<file path="config.mk">
export PLATFORM = sky130hd
export DESIGN_NAME = uart_tx
export DESIGN_NICKNAME = d
export VERILOG_FILES = /design/src/rtl/uart_pkg.sv /design/src/rtl/uart_tx_fifo.sv /design/src/rtl/uart_tx.sv
export SDC_FILE = /design/constraint.sdc
export NUM_CORES = 1
export LEC_CHECK = 0
export CAP_MARGIN = 20
export CELL_PAD_IN_SITES_DETAIL_PLACEMENT = 1
export CELL_PAD_IN_SITES_GLOBAL_PLACEMENT = 1
export CORE_UTILIZATION = 50
export CTS_BUF_LIST = sky130_fd_sc_hd__clkbuf_4 sky130_fd_sc_hd__clkbuf_8
export DETAILED_ROUTE_END_ITERATION = 8
export HOLD_SLACK_MARGIN = 0.08
export PLACE_DENSITY = 0.8
export SETUP_SLACK_MARGIN = 0.05
export SYNTH_ARGS = -nofsm -noshare
export SYNTH_HDL_FRONTEND = slang
export SYNTH_HIERARCHICAL = 1
export SYNTH_SLANG_ARGS = --single-unit
</file>
<file path="constraint.sdc">
create_clock -name clk -period 5.3 [get_ports clk]
set_input_delay 1.59 -clock clk [delete_from_list [all_inputs] [get_ports clk]]
set_output_delay 1.59 -clock clk [all_outputs]
set_load 0.01 [all_outputs]
</file>
<file path="src/rtl/uart_pkg.sv">
// Shared UART definitions: FSM state encoding, default timing/width and line levels.
// Used by both the transmitter and the receiver so their frame format cannot drift apart.
package uart_pkg;

  typedef enum logic [1:0] {
    IDLE  = 2'b00,
    START = 2'b01,
    DATA  = 2'b11,
    STOP  = 2'b10
  } uart_state_e;

  localparam int unsigned DEFAULT_CLOCKS_PER_PULSE = 16;
  localparam int unsigned DEFAULT_DATA_WIDTH       = 8;

  localparam logic START_BIT_LEVEL = 1'b0;
  localparam logic STOP_BIT_LEVEL  = 1'b1;
  localparam logic IDLE_LEVEL      = 1'b1;

endpackage : uart_pkg

</file>
<file path="src/rtl/uart_tx_fifo.sv">
// Small registered FIFO with wrapping read/write pointers and an occupancy count.
// No bypass: a pushed word becomes visible on rdata only after the push edge.
module uart_tx_fifo #(
  parameter int unsigned DATA_WIDTH = 8,
  parameter int unsigned FIFO_DEPTH = 4
) (
  input  logic                          clk,
  input  logic                          rstn,
  input  logic                          push,
  input  logic                          pop,
  input  logic [DATA_WIDTH-1:0]         wdata,
  output logic [DATA_WIDTH-1:0]         rdata,
  output logic                          full,
  output logic                          empty,
  output logic [$clog2(FIFO_DEPTH):0]   count
);

  localparam int unsigned PTR_W = $clog2(FIFO_DEPTH);
  localparam int unsigned CNT_W = PTR_W + 1;

  logic [DATA_WIDTH-1:0] mem_q [FIFO_DEPTH];
  logic [PTR_W-1:0]      wr_ptr_q, wr_ptr_d;
  logic [PTR_W-1:0]      rd_ptr_q, rd_ptr_d;
  logic [CNT_W-1:0]      count_q, count_d;

  // NOTE: every signal written here gets a default first, so no path can infer a latch.
  always_comb begin
    wr_ptr_d = wr_ptr_q;
    rd_ptr_d = rd_ptr_q;
    count_d  = count_q;
    if (push) wr_ptr_d = wr_ptr_q + PTR_W'(1);
    if (pop)  rd_ptr_d = rd_ptr_q + PTR_W'(1);
    unique case ({push, pop})
      2'b10:   count_d = count_q + CNT_W'(1);
      2'b01:   count_d = count_q - CNT_W'(1);
      default: count_d = count_q;
    endcase
  end

  // NOTE: state uses non-blocking assignments so every flop samples pre-edge values.
  always_ff @(posedge clk) begin
    if (!rstn) begin
      wr_ptr_q <= '0;
      rd_ptr_q <= '0;
      count_q  <= '0;
    end else begin
      wr_ptr_q <= wr_ptr_d;
      rd_ptr_q <= rd_ptr_d;
      count_q  <= count_d;
    end
  end

  // NOTE: storage is deliberately not reset; an entry is only read after a push has written it.
  always_ff @(posedge clk) begin
    if (rstn && push) mem_q[wr_ptr_q] <= wdata;
  end

  assign rdata = mem_q[rd_ptr_q];
  assign full  = (count_q == CNT_W'(FIFO_DEPTH));
  assign empty = (count_q == '0);
  assign count = count_q;

endmodule : uart_tx_fifo

</file>
<file path="src/rtl/uart_tx.sv">
// UART transmitter: buffers words from a valid/ready port and serialises them as
// start bit, DATA_WIDTH data bits LSB first, stop bit, with back-to-back frames when queued.
module uart_tx
  import uart_pkg::*;
#(
  parameter int unsigned CLOCKS_PER_PULSE = DEFAULT_CLOCKS_PER_PULSE,
  parameter int unsigned DATA_WIDTH       = DEFAULT_DATA_WIDTH,
  parameter int unsigned FIFO_DEPTH       = 4
) (
  input  logic                  clk,
  input  logic                  rstn,
  input  logic [DATA_WIDTH-1:0] data_in,
  input  logic                  data_valid,
  output logic                  data_ready,
  output logic                  tx,
  output logic                  busy
);

  localparam int unsigned CLK_W = $clog2(CLOCKS_PER_PULSE);
  localparam int unsigned BIT_W = (DATA_WIDTH > 1) ? $clog2(DATA_WIDTH) : 1;
  localparam int unsigned CNT_W = $clog2(FIFO_DEPTH) + 1;

  localparam logic [CLK_W-1:0] CLK_LAST = CLK_W'(CLOCKS_PER_PULSE - 1);
  localparam logic [BIT_W-1:0] BIT_LAST = BIT_W'(DATA_WIDTH - 1);

  uart_state_e           state_q, state_d;
  logic [CLK_W-1:0]      c_clocks_q, c_clocks_d;
  logic [BIT_W-1:0]      c_bits_q, c_bits_d;
  logic [DATA_WIDTH-1:0] shift_q, shift_d;
  logic                  tx_q, tx_d;
  logic                  busy_q, busy_d;

  logic                  push, pop;
  logic                  fifo_full, fifo_empty;
  logic [DATA_WIDTH-1:0] fifo_rdata;
  logic [CNT_W-1:0]      fifo_count, next_count;
  logic                  bit_end;

  assign data_ready = !fifo_full;
  assign push       = data_valid && data_ready;
  assign bit_end    = (c_clocks_q == CLK_LAST);
  assign next_count = fifo_count + CNT_W'(push) - CNT_W'(pop);

  uart_tx_fifo #(
    .DATA_WIDTH (DATA_WIDTH),
    .FIFO_DEPTH (FIFO_DEPTH)
  ) u_fifo (
    .clk   (clk),
    .rstn  (rstn),
    .push  (push),
    .pop   (pop),
    .wdata (data_in),
    .rdata (fifo_rdata),
    .full  (fifo_full),
    .empty (fifo_empty),
    .count (fifo_count)
  );

  always_comb begin
    state_d    = state_q;
    c_clocks_d = c_clocks_q;
    c_bits_d   = c_bits_q;
    shift_d    = shift_q;
    tx_d       = tx_q;
    pop        = 1'b0;

    unique case (state_q)
      IDLE: begin
        tx_d = IDLE_LEVEL;
        if (!fifo_empty) begin
          pop        = 1'b1;
          shift_d    = fifo_rdata;
          c_clocks_d = '0;
          tx_d       = START_BIT_LEVEL;
          state_d    = START;
        end
      end
      START: begin
        if (bit_end) begin
          c_clocks_d = '0;
          tx_d       = shift_q[0];
          state_d    = DATA;
        end else begin
          c_clocks_d = c_clocks_q + CLK_W'(1);
        end
      end
      DATA: begin
        if (bit_end) begin
          c_clocks_d = '0;
          shift_d    = shift_q >> 1;
          if (c_bits_q == BIT_LAST) begin
            c_bits_d = '0;
            tx_d     = STOP_BIT_LEVEL;
            state_d  = STOP;
          end else begin
            c_bits_d = c_bits_q + BIT_W'(1);
            tx_d     = shift_d[0];
          end
        end else begin
          c_clocks_d = c_clocks_q + CLK_W'(1);
        end
      end
      STOP: begin
        if (bit_end) begin
          c_clocks_d = '0;
          // Chaining straight into the next start bit keeps queued frames gap-free.
          if (!fifo_empty) begin
            pop     = 1'b1;
            shift_d = fifo_rdata;
            tx_d    = START_BIT_LEVEL;
            state_d = START;
          end else begin
            state_d = IDLE;
          end
        end else begin
          c_clocks_d = c_clocks_q + CLK_W'(1);
        end
      end
      default: begin
        state_d = IDLE;
        tx_d    = IDLE_LEVEL;
      end
    endcase

    busy_d = (state_d != IDLE) || (next_count != '0);
  end

  always_ff @(posedge clk) begin
    if (!rstn) begin
      state_q    <= IDLE;
      c_clocks_q <= '0;
      c_bits_q   <= '0;
      shift_q    <= '0;
      tx_q       <= IDLE_LEVEL;
      busy_q     <= 1'b0;
    end else begin
      state_q    <= state_d;
      c_clocks_q <= c_clocks_d;
      c_bits_q   <= c_bits_d;
      shift_q    <= shift_d;
      tx_q       <= tx_d;
      busy_q     <= busy_d;
    end
  end

  assign tx   = tx_q;
  assign busy = busy_q;

endmodule : uart_tx

</file>
==> run metrics <==
gpl congestion=around 0.75; GRT overflow=0; Clk Latency, worst-skew pair=approximately 330 ps; required time worst endpoint=5560 ps; most used cell, CP=inv_1; final setup skew=approximately 7.6 ps; highest cell delay on the worst timing path=450 ps; Hold Path Class=reg2reg; Slew Limit Headroom=49.9%; DP HPWL=3.55 mm; number of port buffers=13; CP arrival=3680 ps; status=finished, final reports clean; drt total wl=5.25 mm; Worst path slowest cell=clkdlybuf4s50_1; Cell Pwr Density=506 nW/um^2; layout cells sized above 1=13.0%; Chip Height=75.1 um; area leader, netlist=edfxtp_1; Max VDD drop=0.303 mV; Inserted Clock Buffers=9; Tcrit/Tclk final=64.6%; commonest cells after routing, fill and taps aside=edfxtp_1 (32), dfxtp_1 (28), nand2_1 (16); # Post-CTS Setup Buffers=0; Fin. Hold Viols=0; Yosys top cell area share=35.9%; register area share after synthesis=a little under three fifths; Final Max Tran Viols=0; first-pass GRT wire length=8.63 mm; worst-path fanout max=8; Die Area=5650 sq um; Tightest Pin Transition=747 ps; Row Count=26; clock-pin slew on the worst setup and hold paths=70 ps; f_max=292 MHz; final setup vio count=0; DRC=0; routed length per instance=~18 um; Yosys warning total=6; Area growth syn-to-layout=12.9%; total power=1.53 mW; Final Critical Period=~3400 ps; crit end category=flop; CTS max path bufs=2; largest net degree at the start of global routing=32; IO Count=14; Post-synth EDFFs=32; syn nets=approximately 240; Async S/R FF share, synth=0%; Synth Flop Type=edfxtp_1; H-tree levels=3; worst setup path class=in2reg; CP Cell Sequence=clkdlybuf4s50_1, nor2b_1, inv_1, ha_1, inv_1, fa_1, xor2_1, or3_1, a21boi_1; initial antenna violation count=0; vias in the first global route=1723; max_cap viols=0; number of distinct library cells after synthesis=39; Pre-Repair DR Iteration Count=4; routed vias/inst=roughly 5.5; CTS tree=yes; ANT cells=0; Initial Util=a little over half; clk sink count=60; Post-CTS Hold Buffers=0; antenna viol nets, final=0; Die X=75.1 um; clock root cell=clkbuf_8; Worst setup SP type=primary input; top cell family by delay on the critical path=simple AND/OR/NAND/NOR gates; Seq cells post-synth=60; Post-Syn Area=2680 sq um; core area=5140 sq um; Initial DRC Count=38; commonest non-fill, non-tap cell in the layout=edfxtp_1; vias=1642; GR Util All Layers=22.0%; RSZ-0062 raised after global routing=no; Syn Area/Cell=12.6 sq um; CTS resizes=0; Post-Synthesis Cells=between 200 and 250; leakage dissipation=1.15 nW; Setup TNS Final=0 ps; CP Buf/Inv Count=3; largest cells by area after synthesis=edfxtp_1 (36%), dfxtp_1 (21%), mux4_2 (6.7%), ha_1 (4.7%), o211a_1 (2.6%); final-stage net count=249
[worst paths after layout]
kind	startpoint	to	slack, ps	cells after the start
worst min-delay path	shift_q[2]	shift_q[2]	500	1
worst min register to register	shift_q[2]	shift_q[2]	500	1
worst max register to register	c_clocks_q[0]	busy	2220	11
worst max-delay path	data_valid	u_fifo/count[2]	1880	9
[per-stage QoR]
stage | util, % | instance area (sq um) | hold WS [ps] | cells | setup slack [ps]
finish | 58.8 | 3020 | 503 | 300 | 1880
global route | 58.8 | 3020 | 530 | 300 | 1750
CTS | 58.8 | 3020 | 499 | 300 | 1860
detailed placement | 55.3 | 2840 | 488 | 285 | 1580
global placement | 55.3 | 2840 | 469 | 285 | 1710
floorplan | - | 2680 | 461 | 212 | 2240
[synthesized netlist by cell type, drive strengths merged, types with 4 or more instances]
cell type / number
buf: 6
edfxtp: 32
o21ai: 8
clkbuf: 5
and2: 7
inv: 12
nor2: 7
nand2: 16
and3: 6
a31oi: 4
dfxtp: 28
nand3: 17
ha: 10
mux4: 8
o211a: 7
nor2b: 10
xnor2: 4
a21boi: 4
[kinds of logic (layout without fill, tap and decap cells)]
| kind of cell | Yosys count | count (layout) | synth area share, % |
|---|---|---|---|
| and+or+nand+nor | 70 | 70 | 14.5 |
| muxes | 11 | 11 | 7.86 |
| AOI/OAI and AO/OA | 29 | 29 | 8.33 |
| buffers and inverters | 23 | 41 | 3.93 |
| DFF | 60 | 60 | 56.9 |
| adders and majority gates | 12 | 12 | 6.17 |
| xor gates and xnor gates | 7 | 7 | 2.29 |
[registers in the layout, summed over array words and instances, names as in the netlist, named ones only]
| name | cells |
|---|---|
| tx | 1 |
| u_fifo/mem_q | 32 |
| u_fifo/wr_ptr_q | 2 |
| busy | 1 |
| c_clocks_q | 4 |
| state_q | 2 |
| c_bits_q | 3 |
| u_fifo/rd_ptr_q | 2 |
| u_fifo/count | 3 |
| shift_q | 8 |
[report_power, final]
group	internal, mW	switching [mW]	leakage (nW)	total, mW
clock network	0.210	0.174	0.0923	0.384
logic	0.238	0.260	0.535	0.498
registers	0.571	0.0761	0.521	0.647
[layer usage]
metal | global-route usage, % | part of all wire, %
met2 | 36.4 | 51
met4 | 10.1 | 2.3
met1 | 26.4 | 44
met5 | 0 | 0
met3 | 6.69 | 2.6
[cell type report]
class	instances	area, sq um
Fill cell	536	2120
Sequential cell	60	1520
Multi-Input combinational cell	129	1050
Timing Repair Buffer	14	138
Clock buffer	9	124
Tap cell	70	87.6
Clock inverter	6	56.3
Inverter	12	45.0
Power figures use the tool's default switching activity.
